File: src/rtl/chunked_adder_ctrl.sv
// chunked_adder_ctrl: wide add sequenced over one CHUNK_W-bit ripple slice, LSB chunk first,
// with a registered carry between chunks and valid/ready handshakes on both sides.
module chunked_adder_ctrl #(
    parameter int OP_W    = 16,
    parameter int CHUNK_W = 4
) (
    input  logic            clk,
    input  logic            rst_n,
    input  logic            in_valid,
    output logic            in_ready,
    input  logic [OP_W-1:0] in1,
    input  logic [OP_W-1:0] in2,
    input  logic            Cin,
    output logic            out_valid,
    input  logic            out_ready,
    output logic [OP_W-1:0] Sum,
    output logic            Cout,
    output logic            busy
);
    localparam int N     = OP_W / CHUNK_W;
    localparam int IDX_W = (N > 1) ? $clog2(N) : 1;

    generate
        if (CHUNK_W < 1 || (OP_W % CHUNK_W) != 0) begin : g_bad_params
            $error("chunked_adder_ctrl: OP_W must be a positive multiple of CHUNK_W");
        end
    endgenerate

    typedef enum logic [1:0] {IDLE, RUN, DONE} state_t;

    state_t             state_q, state_d;
    logic [OP_W-1:0]    a_q, a_d, b_q, b_d, sum_q, sum_d;
    logic               carry_q, carry_d, cout_q, cout_d;
    logic [IDX_W-1:0]   idx_q, idx_d;
    logic [CHUNK_W:0]   chunk_sum;
    int                 base;

    assign base      = int'(idx_q) * CHUNK_W;
    assign chunk_sum = {1'b0, a_q[base +: CHUNK_W]} + {1'b0, b_q[base +: CHUNK_W]}
                     + (CHUNK_W+1)'(carry_q);

    always_comb begin
        state_d = state_q;
        a_d     = a_q;
        b_d     = b_q;
        sum_d   = sum_q;
        carry_d = carry_q;
        cout_d  = cout_q;
        idx_d   = idx_q;
        case (state_q)
            IDLE: if (in_valid) begin
                state_d = RUN;
                a_d     = in1;
                b_d     = in2;
                carry_d = Cin;
                idx_d   = '0;
            end
            RUN: begin
                sum_d[base +: CHUNK_W] = chunk_sum[CHUNK_W-1:0];
                carry_d = chunk_sum[CHUNK_W];
                idx_d   = idx_q + IDX_W'(1);
                if (idx_q == IDX_W'(N-1)) begin
                    cout_d  = chunk_sum[CHUNK_W];
                    state_d = DONE;
                end
            end
            DONE:    state_d = out_ready ? IDLE : DONE;
            default: state_d = IDLE;
        endcase
    end

    always_ff @(posedge clk or negedge rst_n) begin
        if (!rst_n) begin
            state_q <= IDLE;
            a_q     <= '0;
            b_q     <= '0;
            sum_q   <= '0;
            carry_q <= 1'b0;
            cout_q  <= 1'b0;
            idx_q   <= '0;
        end else begin
            state_q <= state_d;
            a_q     <= a_d;
            b_q     <= b_d;
            sum_q   <= sum_d;
            carry_q <= carry_d;
            cout_q  <= cout_d;
            idx_q   <= idx_d;
        end
    end

    assign in_ready  = (state_q == IDLE);
    assign out_valid = (state_q == DONE);
    assign busy      = (state_q != IDLE);
    assign Sum       = sum_q;
    assign Cout      = cout_q;
endmodule

File: config.mk
export PLATFORM = sky130hd
export DESIGN_NAME = chunked_adder_ctrl
export DESIGN_NICKNAME = d
export VERILOG_FILES = /design/src/rtl/chunked_adder_ctrl.sv
export SDC_FILE = /design/constraint.sdc
export NUM_CORES = 1
export LEC_CHECK = 0
export CELL_PAD_IN_SITES_DETAIL_PLACEMENT = 1
export CELL_PAD_IN_SITES_GLOBAL_PLACEMENT = 1
export CORE_MARGIN = 2
export CORE_UTILIZATION = 45
export DETAILED_ROUTE_END_ITERATION = 6
export DONT_BUFFER_PORTS = 1
export PLACE_DENSITY_LB_ADDON = 0.1
export SKIP_CTS_REPAIR_TIMING = 1
export SYNTH_ARGS = -nofsm -noshare
export SYNTH_HDL_FRONTEND = slang
export SYNTH_SLANG_ARGS = --single-unit
File: constraint.sdc
create_clock -name clk -period 6.7 [get_ports clk]
set_input_delay 0.67 -clock clk [delete_from_list [all_inputs] [get_ports clk]]
set_output_delay 0.67 -clock clk [all_outputs]
set_load 0.02 [all_outputs]
Word-level counts from Yosys, hierarchy flattened
Cells that the tools add are included.
{"block": "classes", "n_eq_ne": 5, "n_mux": 9, "shifts": 4, "n_reduce_logical": 7, "add_sub_neg": 4}
{"operator": "negator 4 -> 33 bit", "n": 1}
{"operator": "variable shift 4 x 33 -> 16 bit, first input constant", "n": 1}
{"operator": "variable part select 4 x 33 -> 16 bit", "n": 1}
{"operator": "variable part select 16 x 5 -> 4 bit", "n": 2}
{"operator": "bitwise mux 16 bit", "n": 1}
{"operator": "two-way mux 2 bit", "n": 4}
{"operator": "AND reduction 2 bit", "n": 4}
{"operator": "one-hot mux 2 bit (3 select lines)", "n": 1}
{"operator": "adder 4 x 4 -> 5 bit", "n": 1}
{"operator": "adder 5 x 1 -> 5 bit", "n": 1}
{"operator": "== test 2 bit, second input constant", "n": 2}
{"operator": "inequality test 2 bit, second input constant", "n": 2}
{"operator": "one-hot mux 2 bit (2 select lines)", "n": 1}
{"operator": "nonzero test 2 bit", "n": 2}
{"operator": "adder 2 x 1 -> 2 bit, second input constant", "n": 1}
{"operator": "== test 2 x 1 -> 1 bit, second input constant", "n": 1}
{"operator": "zero test 2 bit", "n": 1}
{"operator": "one-hot mux 1 bit (2 select lines)", "n": 1}
{"operator": "two-way mux 1 bit", "n": 1}
{"block": "totals", "inputBits": 37, "output_inout_bits": 20, "register_bits": 54}

Depth between registers and ports, before layout
{"block": "logic_depth", "word_depth": 5, "depth_mapped": 7, "mapped_depth_nobuf": 6}

Worst setup path after synthesis
No wires, ideal clock.
{"block": "synth_path", "path_type": "reg-to-reg", "start": "register idx_q[0]", "end": "register carry_q", "t_required_ps": 6563, "path_buffers": 1, "setup_slack_ps": 4071, "arrival_ps": 2492, "setup_time_ps": 137, "path_stages_with_launch": 8, "synth_period_minus_slack_ps": 2629, "path_cell_list": "dfrtp_1 > buf_4 > mux4_2 > fa_1 > fa_1 > a21o_1 > a21oi_1 > o221ai_1"}
{"block": "synth_via", "elab_chain_len": 4}
{"element": "start: declaration", "line": "34", "text": "logic [IDX_W-1:0] idx_q, idx_d;"}
{"element": "start signal: assignment", "line": "88", "text": "idx_q <= idx_d;"}
{"element": "variable part select 16 x 5 -> 4 bit", "line": "39", "text": "assign chunk_sum = {1'b0, a_q[base +: CHUNK_W]} + {1'b0, b_q[base +: CHUNK_W]}"}
{"element": "adder 4 x 4 -> 5 bit (*)", "line": "39"}
{"element": "adder 5 x 1 -> 5 bit (*)", "line": "40", "text": "+ (CHUNK_W+1)'(carry_q);"}
{"element": "one-hot mux 1 bit (2 select lines) (*)", "line": "50", "text": "case (state_q)"}
{"element": "end signal: assignment", "line": "86", "text": "carry_q <= carry_d;"}
{"element": "end: declaration", "line": "33", "text": "logic carry_q, carry_d, cout_q, cout_d;"}
Every way passes the cells marked *; elsewhere a longest branch is shown, timed or not.
A chain may end at the register's enable or synchronous reset.

Final worst setup path
Same ends and word-level chain as after synthesis.

==> results.md <==
Synthesis:
- The number of enable-type register cells in the synthesized netlist is 0.
- The share of the yosys chip area belonging to registers is 0.5258.
- The share of synthesized area in the top cell type comes to 0.5258.
- The netlist area before placement is between 2000 and 3000 µm².
- In the post-synthesis netlist, the biggest area contributors are sky130_fd_sc_hd__dfrtp_1 53%, sky130_fd_sc_hd__mux2_2 14%, sky130_fd_sc_hd__mux4_2 6.1%, sky130_fd_sc_hd__ha_1 4.4%, sky130_fd_sc_hd__a22o_1 3.1%.
- For this run, asynchronously set or reset flops after synthesis account for 1.000.
- The count of different cell masters after synthesis is 39.
- The most used flip-flop cell after synthesis is sky130_fd_sc_hd__dfrtp_1.
- The net count after synthesis is between 200 and 250.
- Counting flops and latches in the post-synthesis netlist gives 54.
- The biggest area consumer among synthesized cells is sky130_fd_sc_hd__dfrtp_1.
- The synthesized instance count is 180.
- Yosys printed 0 warnings.
- After synthesis, the mean cell area works out to 14.28 µm².

Timing:
- The final count of pins violating max slew came to 0.
- For the pin with the worst max-slew slack, the measured transition is 851.1 ps.
- The shortest period the worst path allows is 3056 ps.
- Between clock sinks in the finished design, the worst skew comes to 8.494 ps.
- The final count of hold timing violations is 0.
- For this run, the top clock speed supported by timing is 327.2 MHz.
- The part of the cycle the worst path needs is 0.4562.
- The worst pin sits at a relative slew slack of 0.4326.
- The total negative slack for setup checks is 0 ps.
- Setup repair after global routing left no endpoint under its margin.
- Setup violations remaining at the end of the flow were counted as 0.

Floorplan:
- The floorplan step defined a die boundary enclosing 6331 µm².
- The standard cell core area is approximately 5500 µm².
- The die outline width is 79.57 µm.
- The chip height is 79.57 µm.
- The starting density of the core is 0.4667.
- In this run the count of I/O pins placed on the die edge is 57.
- In this run the core area contains 27 standard-cell rows.

Setup path:
- By instance count, the cell type seen most on the critical path is sky130_fd_sc_hd__fa_1.
- The library cell contributing the largest single delay on the critical path is sky130_fd_sc_hd__dfrtp_1.
- The cell family contributing the most delay on the critical path is flip-flops.
- The type of destination of the critical path is a register.
- The data arrival time of the worst path is ~3200 ps.
- The worst setup path is of the register to register kind.
- Together, buffers and inverters on the worst path number 0.
- Traced cell by cell, the critical path runs through mux4_2 > fa_1 > fa_1 > a21o_1 > a21oi_1 > o221ai_1.
- Of all nets on the critical path, the largest fanout is 18.
- The data required time of the critical path is 6860 ps.
- For this run, the slowest stage of the critical path takes slightly above 900 ps.
- STA classifies the critical path startpoint as a register.

Detailed routing:
- The total wire length is 5320 µm.
- The DRC violation total after the first TritonRoute iteration is 40.
- Dividing the detail-routed wire length by the instance count gives 21.11 µm.
- Dividing the detail-routed via count by the number of cells gives 5.821.
- The first TritonRoute pass finished after 4 iterations.
- The number of remaining DRC errors is 0.
- The number of nets with antenna violations after routing is 0.
- The routed layout has 1467 vias.

Global route:
- Entering global routing, the biggest net connects 55 pins.
- The via count of the first global-routing pass is 1683.
- The initial antenna violation count is 0.
- Summed over all layers, the global routing overflow is 0.
- The total track usage is 0.1839.
- The first global-routing pass estimated 8832 µm of wire.

Final layout:
- The share of cells above drive strength 1 is 0.2833.
- Measured on the finished design, the core utilization comes to 0.4890.
- The final-stage net count is 229.
- The final design instance area without fill is ~2700 µm².
- The count of inserted antenna diode cells is 0.
- The non-filler instance count after layout is 252.
- Relative to the synthesized area, the layout overhead comes to 4.771%.

CTS:
- The buffer type at the clock tree root is sky130_fd_sc_hd__clkbuf_8.
- The clock passes through at most 2 buffers.
- The total CTS buffers is 5.
- The clock drives 54 sinks.
- CTS built an H-tree with a depth of 2.
- The clock latency on the worst-skew pair is roughly 300 ps.
- After clock tree synthesis, the clock-pin slew on the worst setup and hold paths is about 90 ps.
- TritonCTS built the clock tree.

Placement:
- The number of placed instances with taps included is 246.
- The half-perimeter wire length after detailed placement is 4000 µm.
- In this run the cell area measured after placement is between 2000 and 3000 µm².
- The congestion estimate from routability-driven global placement came to between 0.8 and 0.9.
- In this run the tool buffered the top-level ports with 0 buffer cells.

Run:
- The max-cap check violation count is 0.

Power:
- Power spread over the standard cell area amounts to 582.5 nW/µm².
- The worst voltage drop across the vdd grid is 0.2142 mV.
- Summed over all cells, the static leakage comes to 1.162 nW.

Min path:
- The min-delay analysis places its worst path in the category input port to asynchronous set/reset pin.

Outcome:
- The flow ran to the end, and the final reports show no timing, DRC or antenna violations.
## synthesized netlist by cell type, drive strengths merged (2+ instances only)
library cell,n
a22o,9
inv,5
a21oi,2
or2,3
nor2,3
mux4,8
dfrtp,54
o31ai,6
ha,9
buf,6
nand3b,5
nand2,12
o21ai,6
mux2,32
fa,2
## kinds of logic after synthesis
kind of cell	Yosys count	synth area share
and+or+nand+nor	34	0.09008
AOI/OAI and AO/OA	27	0.07595
muxes	41	0.2157
xor gates and xnor gates	1	0.003409
buffers and inverters	12	0.02969
adders and majority gates	11	0.05940
DFF	54	0.5258
## worst reg2reg max path: cells and delay by family, from the launching register on
family,cells,cell delay [ps]
AO/OA/AOI/OAI,3,510
multiplexers,1,630
flip-flops,1,910
adder cells (fa/ha/maj),2,870
## cell usage in the layout, fill, tap and decap left out, types with 3 or more instances in the layout
cell type,n
sky130_fd_sc_hd__dfrtp_1,54
sky130_fd_sc_hd__mux2_2,32
sky130_fd_sc_hd__nand2_1,12
sky130_fd_sc_hd__a22o_1,9
sky130_fd_sc_hd__ha_1,9
sky130_fd_sc_hd__mux4_2,7
sky130_fd_sc_hd__o21ai_0,6
sky130_fd_sc_hd__o31ai_1,6
sky130_fd_sc_hd__clkbuf_8,6
sky130_fd_sc_hd__inv_1,4
sky130_fd_sc_hd__nor2_1,3
sky130_fd_sc_hd__nand3b_1,3
## per-stage QoR
step                total power [W]  worst slack (ps)  hold WS (ps)
CTS                        0.001590              3595         41.23
detailed placement         0.001413              3600         375.9
finish                     0.001568              3644         51.92
global placement           0.001352              3717         375.7
floorplan                  0.001216              4071         374.4
global route               0.001695              3436         24.87
## sequential cells by signal (all words and copies together) (netlist names)
name / cells
Cout: 1
Sum: 16
a_q: 16
b_q: 16
carry_q: 1
idx_q: 2
state_q: 2
## path summary, 6_finish.rpt
path,startpoint,to,slack [ps],cells past startpoint
worst max-delay path,idx_q[0],carry_q,3640,6
max in group asynchronous,rst_n,a_q[4],6550,0
worst min-delay path,rst_n,Sum[1],50,0
worst min register to register,b_q[10],b_q[10],510,1
min in group clk,out_ready,state_q[1],470,1
worst max register to register,idx_q[0],carry_q,3640,6
## layer usage
| layer | share of wire | wire [µm] | track usage |
|---|---|---|---|
| met5 | 0 | 0 | 0 |
| met4 | 0.0030 | 16 | 0.04138 |
| met3 | 0.051 | 272 | 0.05317 |
| met2 | 0.54 | 2867 | 0.3328 |
| met1 | 0.41 | 2164 | 0.2148 |
## layout make-up
type                    instances  area (µm²)
fillers                       560        2814
flip-flops and latches         54        1351
multi-input cells             114        1142
well taps                      72       90.09
clock buffers                   6       82.58
inverters                       5       18.77
repair buffers                  1       7.507
## power breakdown
| group | total [W] | switching [W] | internal [W] |
|---|---|---|---|
| clock network | 0.000178 | 0.0000984 | 0.0000800 |
| logic | 0.000735 | 0.000370 | 0.000365 |
| registers | 0.000655 | 0.000180 | 0.000475 |
| total | 0.00157 | 0.000648 | 0.000920 |
Power figures use the tool's default switching activity.
